File: config.mk
export PLATFORM = sky130hd
export DESIGN_NAME = fetch_unit
export DESIGN_NICKNAME = d
export VERILOG_FILES = /design/src/rtl/cpu_pkg.sv /design/src/rtl/pc_counter.sv /design/src/rtl/fetch_unit.sv
export SDC_FILE = /design/constraint.sdc
export NUM_CORES = 1
export LEC_CHECK = 0
export ABC_CLOCK_PERIOD_IN_PS = 4360
export CAP_MARGIN = 20
export CORE_MARGIN = 3
export CORE_UTILIZATION = 35
export DETAILED_ROUTE_END_ITERATION = 6
export PLACE_DENSITY_LB_ADDON = 0.2
export SETUP_SLACK_MARGIN = 0.1
export SLEW_MARGIN = 20
export SYNTH_ARGS = -nofsm -noshare
export SYNTH_HDL_FRONTEND = slang
export SYNTH_SLANG_ARGS = --single-unit
File: constraint.sdc
create_clock -name clk -period 4.36 [get_ports clk]
set_clock_uncertainty 0.1 [all_clocks]
set_input_delay 0.654 -clock clk [delete_from_list [all_inputs] [get_ports clk]]
set_output_delay 0.654 -clock clk [all_outputs]
set_load 0.005 [all_outputs]
File: src/rtl/cpu_pkg.sv
// Shared CPU definitions: instruction width, fetch FSM
// encoding and instruction-class field position.
package cpu_pkg;

    localparam int INSTR_W = 24;

    localparam logic [INSTR_W-1:0] NOP_CODE = 24'h000000;

    // Instruction-class field, decoded by control_unit.
    localparam int CLASS_HI = 23;
    localparam int CLASS_LO = 22;

    typedef enum logic [1:0] {
        FETCH = 2'd0,
        ISSUE = 2'd1,
        DRAIN = 2'd2
    } fetch_state_e;

    function automatic logic [1:0] instr_class(
        input logic [INSTR_W-1:0] word
    );
        return word[CLASS_HI:CLASS_LO];
    endfunction

endpackage

File: src/rtl/pc_counter.sv
// Next-fetch address register: a branch load wins
// over the sequential increment.
module pc_counter #(
    parameter int                ADDR_W   = 8,
    parameter logic [ADDR_W-1:0] RESET_PC = '0
) (
    input  logic              clk,
    input  logic              reset_n,
    input  logic              load,
    input  logic              incr,
    input  logic [ADDR_W-1:0] target,
    output logic [ADDR_W-1:0] value
);

    // Load, increment (wrapping) or hold the address.
    always_ff @(posedge clk) begin
        if (!reset_n) begin
            value <= RESET_PC;
        end else if (load) begin
            value <= target;
        end else if (incr) begin
            value <= value + ADDR_W'(1);
        end
    end

endmodule

File: src/rtl/fetch_unit.sv
// Instruction fetch stage: req/ack fetch into the
// instruction register, with stall, redirect and drain.
module fetch_unit
    import cpu_pkg::*;
#(
    parameter int                ADDR_W   = 8,
    parameter int                INSTR_W  = cpu_pkg::INSTR_W,
    parameter logic [ADDR_W-1:0] RESET_PC = '0
) (
    input  logic               clk,
    input  logic               reset_n,
    output logic               imem_req,
    output logic [ADDR_W-1:0]  imem_addr,
    input  logic               imem_ack,
    input  logic [INSTR_W-1:0] imem_rdata,
    output logic [INSTR_W-1:0] code,
    output logic               code_valid,
    output logic [ADDR_W-1:0]  pc,
    input  logic               stall,
    input  logic               branch_taken,
    input  logic [ADDR_W-1:0]  branch_target
);

    fetch_state_e state_q;
    fetch_state_e state_d;

    logic [ADDR_W-1:0] pc_next;
    logic [ADDR_W-1:0] addr_q;
    logic              pc_load;
    logic              pc_incr;
    logic              take;
    logic              squash;
    logic              req_raw;

    pc_counter #(
        .ADDR_W   (ADDR_W),
        .RESET_PC (RESET_PC)
    ) u_pc_counter (
        .clk     (clk),
        .reset_n (reset_n),
        .load    (pc_load),
        .incr    (pc_incr),
        .target  (branch_target),
        .value   (pc_next)
    );

    // State register.
    always_ff @(posedge clk) begin
        if (!reset_n) begin
            state_q <= FETCH;
        end else begin
            state_q <= state_d;
        end
    end

    // Next state and control strobes; branch beats stall and ack.
    always_comb begin
        state_d = state_q;
        req_raw = 1'b0;
        pc_load = 1'b0;
        pc_incr = 1'b0;
        take    = 1'b0;
        squash  = 1'b0;
        unique case (state_q)
            FETCH: begin
                req_raw = 1'b1;
                if (branch_taken) begin
                    pc_load = 1'b1;
                    state_d = imem_ack ? FETCH : DRAIN;
                end else if (imem_ack) begin
                    take    = 1'b1;
                    pc_incr = 1'b1;
                    state_d = ISSUE;
                end
            end
            ISSUE: begin
                if (branch_taken) begin
                    pc_load = 1'b1;
                    squash  = 1'b1;
                    state_d = FETCH;
                end else if (code_valid && !stall) begin
                    squash  = 1'b1;
                    state_d = FETCH;
                end
            end
            DRAIN: begin
                req_raw = 1'b1;
                if (branch_taken) begin
                    pc_load = 1'b1;
                end else if (imem_ack) begin
                    state_d = FETCH;
                end
            end
            default: begin
                state_d = FETCH;
            end
        endcase
    end

    assign imem_req  = req_raw && reset_n;
    assign imem_addr = (state_q == DRAIN) ? addr_q : pc_next;

    // Remember the outstanding address so a drain can hold it.
    always_ff @(posedge clk) begin
        if (!reset_n) begin
            addr_q <= RESET_PC;
        end else if (state_q == FETCH) begin
            addr_q <= pc_next;
        end
    end

    // Instruction register; a squash drops valid but keeps code.
    always_ff @(posedge clk) begin
        if (!reset_n) begin
            code       <= NOP_CODE;
            code_valid <= 1'b0;
            pc         <= RESET_PC;
        end else if (take) begin
            code       <= imem_rdata;
            code_valid <= 1'b1;
            pc         <= pc_next;
        end else if (squash) begin
            code_valid <= 1'b0;
        end
    end

    a_ack_needs_req: assert property (
        @(posedge clk) disable iff (!reset_n)
        imem_ack |-> imem_req
    );

    a_valid_in_issue: assert property (
        @(posedge clk) disable iff (!reset_n)
        code_valid |-> (state_q == ISSUE)
    );

endmodule

==> impl.org <==
** STA
- Fin crit share :: 0.6859
- Slew at the pin closest to its max-slew limit :: 0.6305 ns
- Final critical delay including setup and external delays :: 2.990 ns
- Final Hold Violating Endpoints :: 0
- # setup viols final :: 0
- Slew margin rel. :: 0.5791
- Maximum achievable frequency :: around 330 MHz
- Final total negative setup slack :: 0 ns
- Setup repair after global routing left no endpoint under its margin.
- Final Slew Violations :: 0

** Global route
- The initial antenna violation count is 0.
- Number of global-route vias before repair :: between 1500 and 2000
- Total GRT Usage :: 0.1508
- GR Overflow Total :: 0
- The first global-routing pass estimated about 9 mm of wire.
- Largest net degree at the start of global routing :: between 50 and 60

** Floorplanning
- After floorplanning, the core was divided into 28 placement rows.
- The initial utilization of the core area, before any placement, comes to 0.3690.
- Die W :: approximately 86 µm
- Die area :: roughly 7300 µm²
- The core region is 6026 µm².
- Die boundary height :: roughly 86 µm
- Pin placement for this block handled 79 I/O pins.

** Setup path
- Category of cells accounting for the largest share of critical-path delay :: flip-flops
- FF-to-FF End :: u_pc_counter.value[7]$_SDFFE_PN0P_
- Stage delay of the slowest cell on the critical path :: 0.73 ns
- STA puts the critical path data required time at 3.61 ns.
- Of all nets on the critical path, the largest fanout is 19.
- Together, buffers and inverters on the worst path number 1.
- The worst setup path is launched from a flip-flop.
- Walking the worst path, the cells encountered are nand2b_1 -> mux2_2 -> clkdlybuf4s50_1.
- Measured in cells, the most critical reg-to-reg path has a length of 4.
- Arr. time, crit path :: approximately 2.2 ns
- Setup slack on the worst reg-to-reg path comes out at 2.25 ns.
- Slowest cell on the critical path :: sky130_fd_sc_hd__dfxtp_1
- Worst reg2reg path startpoint :: state_q[1]$_SDFFE_PN0P_
- STA classifies the critical path endpoint as an output pin.
- Critical path class :: reg -> out

** Power and ir drop
- Peak VDD IR :: between 100 and 150 µV
- Pwr Density :: slightly above 300 nW/µm²
- Leak pwr :: ~0.0011 µW

** Cells and area
- The multi-input combinational cells in the finished layout cover a total of 1105 µm².
- The number of antenna diodes in the final layout is 0.
- Fraction of final layout cells with drive strength greater than 1 :: 0.06647
- Fill cells in the final layout number 615.
- Finished layout cell area :: between 3000 and 4000 µm²
- Growth of design area from synthesis to finish :: 41.31%
- At the end of the flow, the number of nets in the layout was 368.
- Area occupied by registers :: a little over 1000 µm²
- The count of cells in the finished layout, fillers not included, comes to about 400.

** Yosys
- By instance count, the leading cell after synthesis is sky130_fd_sc_hd__nand2_1.
- Of the synthesized area, sequential elements account for 0.4592.
- After synthesis, the netlist uses 35 different library cells.
- Synthesized area per cell :: ~8.5 µm²
- Top cells by count, synth :: sky130_fd_sc_hd__nand2_1, sky130_fd_sc_hd__dfxtp_1, sky130_fd_sc_hd__a21boi_0
- Share of synthesized registers carrying an async set or reset :: 0
- Sorting the synthesized cells by area gives the leading types as sky130_fd_sc_hd__dfxtp_1, sky130_fd_sc_hd__a21boi_0, sky130_fd_sc_hd__nand2_1.
- The share of synthesized area in the top cell type comes to 0.4592.
- sky130_fd_sc_hd__dfxtp_1 takes more of the synthesized area than any other cell.
- In this run, synthesis produced a sequential element count of approximately 50.
- In the synthesized netlist the dominant register cell turns out to be sky130_fd_sc_hd__dfxtp_1.
- Cells after synthesis :: 261
- Counting every net in the synthesized netlist gives 299.
- The cell area that synthesis handed to floorplanning was about 2200 µm².
- The synthesized design contains 0 enable-type register cells.
- Synth warnings :: 0

** Clock tree
- Clock latency at the later pin of the worst-skew pair :: 0.30 ns
- CTS saw about 50 sinks.
- TritonCTS created 5 clock buffers.
- Setup bufs post-CTS :: 0
- Maximum count of clock buffers along a single path :: 2
- CTS placed an instance of sky130_fd_sc_hd__clkbuf_8 at the clock tree root.
- Cts repair resizes :: 0
- TritonCTS built the clock tree.
- Clock-pin transition on the worst setup and hold timing paths :: approximately 0.080 ns
- Hold-fix buffer count after cts :: 0
- In this run the number of H-tree levels came out at 2.

** Route
- Average vias per placed instance :: 4.793
- Total DRC errors in the routed layout :: 0
- Initial detailed-routing violation count :: 86
- Count of nets left with antenna violations after detail routing :: 0
- Before antenna repair, the detailed router went through 4 iterations.
- Across all layers, the routed design uses ~1900 vias.
- Summed over all layers, the routed wires come to about 5.3 mm.
- After detailed routing, the average wire length per cell comes to around 13 µm.

** Place
- In this run the tool buffered the top-level ports with 78 buffer cells.
- Routability congestion estimate :: roughly 0.75
- The wire-length estimate of the detail-placed layout is 3.601 mm.
- The number of placed instances, taps included, is slightly below 400.
- In this run the cell area measured after placement is slightly above 3000 µm².

** Hold path
- The startpoint identified for the worst hold timing path is code[17]$_SDFFE_PN0P_.
- The worst hold path passes through 2 cells.
- The path with the worst hold slack has its endpoint at code[17]$_SDFFE_PN0P_.
- Worst hold path class :: reg -> reg

** Outcome
- The flow ran to the end, and the final reports show no timing, DRC or antenna violations.

** Job
- The tool flagged a number of max-cap violations equal to 0.
per-stage QoR:
step	util	worst slack, ns	total power (µW)	hold WS (ns)
after floorplan	-	2.230	592.8	0.3514
after global placement	0.5048	1.379	682.7	0.3507
after detailed placement	0.5048	1.388	684.4	0.3553
after CTS	0.5214	1.360	978.4	0.3678
after global routing	0.5214	1.228	1009	0.3927
final	0.5214	1.370	963.0	0.3650
area by class of cell:
cell class,count,share of cell area
Timing Repair Buffer,82,0.2581
Multi-Input combinational cell,187,0.3517
Sequential cell,51,0.3250
Clock buffer,8,0.03186
Tap cell,75,0.02987
Inverter,3,0.003584
report_power, final:
| part | leakage [µW] | internal (µW) | switching [µW] |
|---|---|---|---|
| combinational | 0.000639 | 96.3 | 62.3 |
| clock | 0.0000515 | 145 | 146 |
| sequential | 0.000417 | 490 | 23.5 |
| total | 0.00111 | 731 | 232 |
registers in the layout, summed over array words and instances (netlist names):
name / cells
u_pc_counter.value: 8
code: 24
code_valid: 1
addr_q: 8
state_q: 2
pc: 8
worst reg2reg max path, stage by stage, from the launching register on:
cell                      delay (ns)
sky130_fd_sc_hd__dfxtp_1        0.51
sky130_fd_sc_hd__or4b_4         0.83
sky130_fd_sc_hd__nor4_4         0.34
sky130_fd_sc_hd__xnor2_1        0.14
sky130_fd_sc_hd__a21oi_1        0.07
metal layers:
layer	GRT usage	wire length, µm
met5	0	0
met3	0.03650	256
met2	0.2394	2406
met4	0.04317	63
met1	0.2042	2577
how the worst max path moves through the flow:
stage                                       start           end  depth (start not counted)
after floorplan           state_q[0]$_SDFFE_PN0P_  imem_addr[0]                          4
after global placement                    reset_n      imem_req                          4
after detailed placement                  reset_n      imem_req                          4
after CTS                                 reset_n      imem_req                          4
after global routing      state_q[1]$_SDFFE_PN0P_  imem_addr[2]                          3
final                     state_q[1]$_SDFFE_PN0P_  imem_addr[7]                          3
layout by cell type, fill, tap and decap left out, types with 2 or more instances in the layout:
cell / synthesis / layout
sky130_fd_sc_hd__buf_4: 0 / 4
sky130_fd_sc_hd__mux2_2: 8 / 8
sky130_fd_sc_hd__o221ai_1: 2 / 2
sky130_fd_sc_hd__o21ai_0: 13 / 13
sky130_fd_sc_hd__a21boi_0: 41 / 41
sky130_fd_sc_hd__dfxtp_1: 51 / 51
sky130_fd_sc_hd__xnor2_1: 2 / 2
sky130_fd_sc_hd__nand2_1: 78 / 78
sky130_fd_sc_hd__nand4_1: 5 / 5
sky130_fd_sc_hd__nand2b_1: 3 / 3
sky130_fd_sc_hd__nor2b_1: 4 / 4
sky130_fd_sc_hd__nand3_1: 2 / 2
sky130_fd_sc_hd__clkbuf_8: 0 / 7
sky130_fd_sc_hd__nor2_1: 4 / 4
sky130_fd_sc_hd__inv_1: 3 / 3
sky130_fd_sc_hd__a21oi_1: 7 / 7
sky130_fd_sc_hd__clkdlybuf4s50_1: 0 / 78
kinds of logic (layout without fill, tap and decap cells):
| logic type | after synthesis | after routing | share of synthesized area |
|---|---|---|---|
| AOI/OAI and AO/OA | 72 | 72 | 0.2229 |
| adders and majority gates | 1 | 1 | 0.005627 |
| xor gates and xnor gates | 3 | 3 | 0.01182 |
| muxes | 8 | 8 | 0.04052 |
| and+or+nand+nor | 103 | 103 | 0.2122 |
| DFF | 51 | 51 | 0.4592 |
| buffers and inverters | 23 | 93 | 0.04783 |
Note: power is estimated with default switching activity, not from simulation.
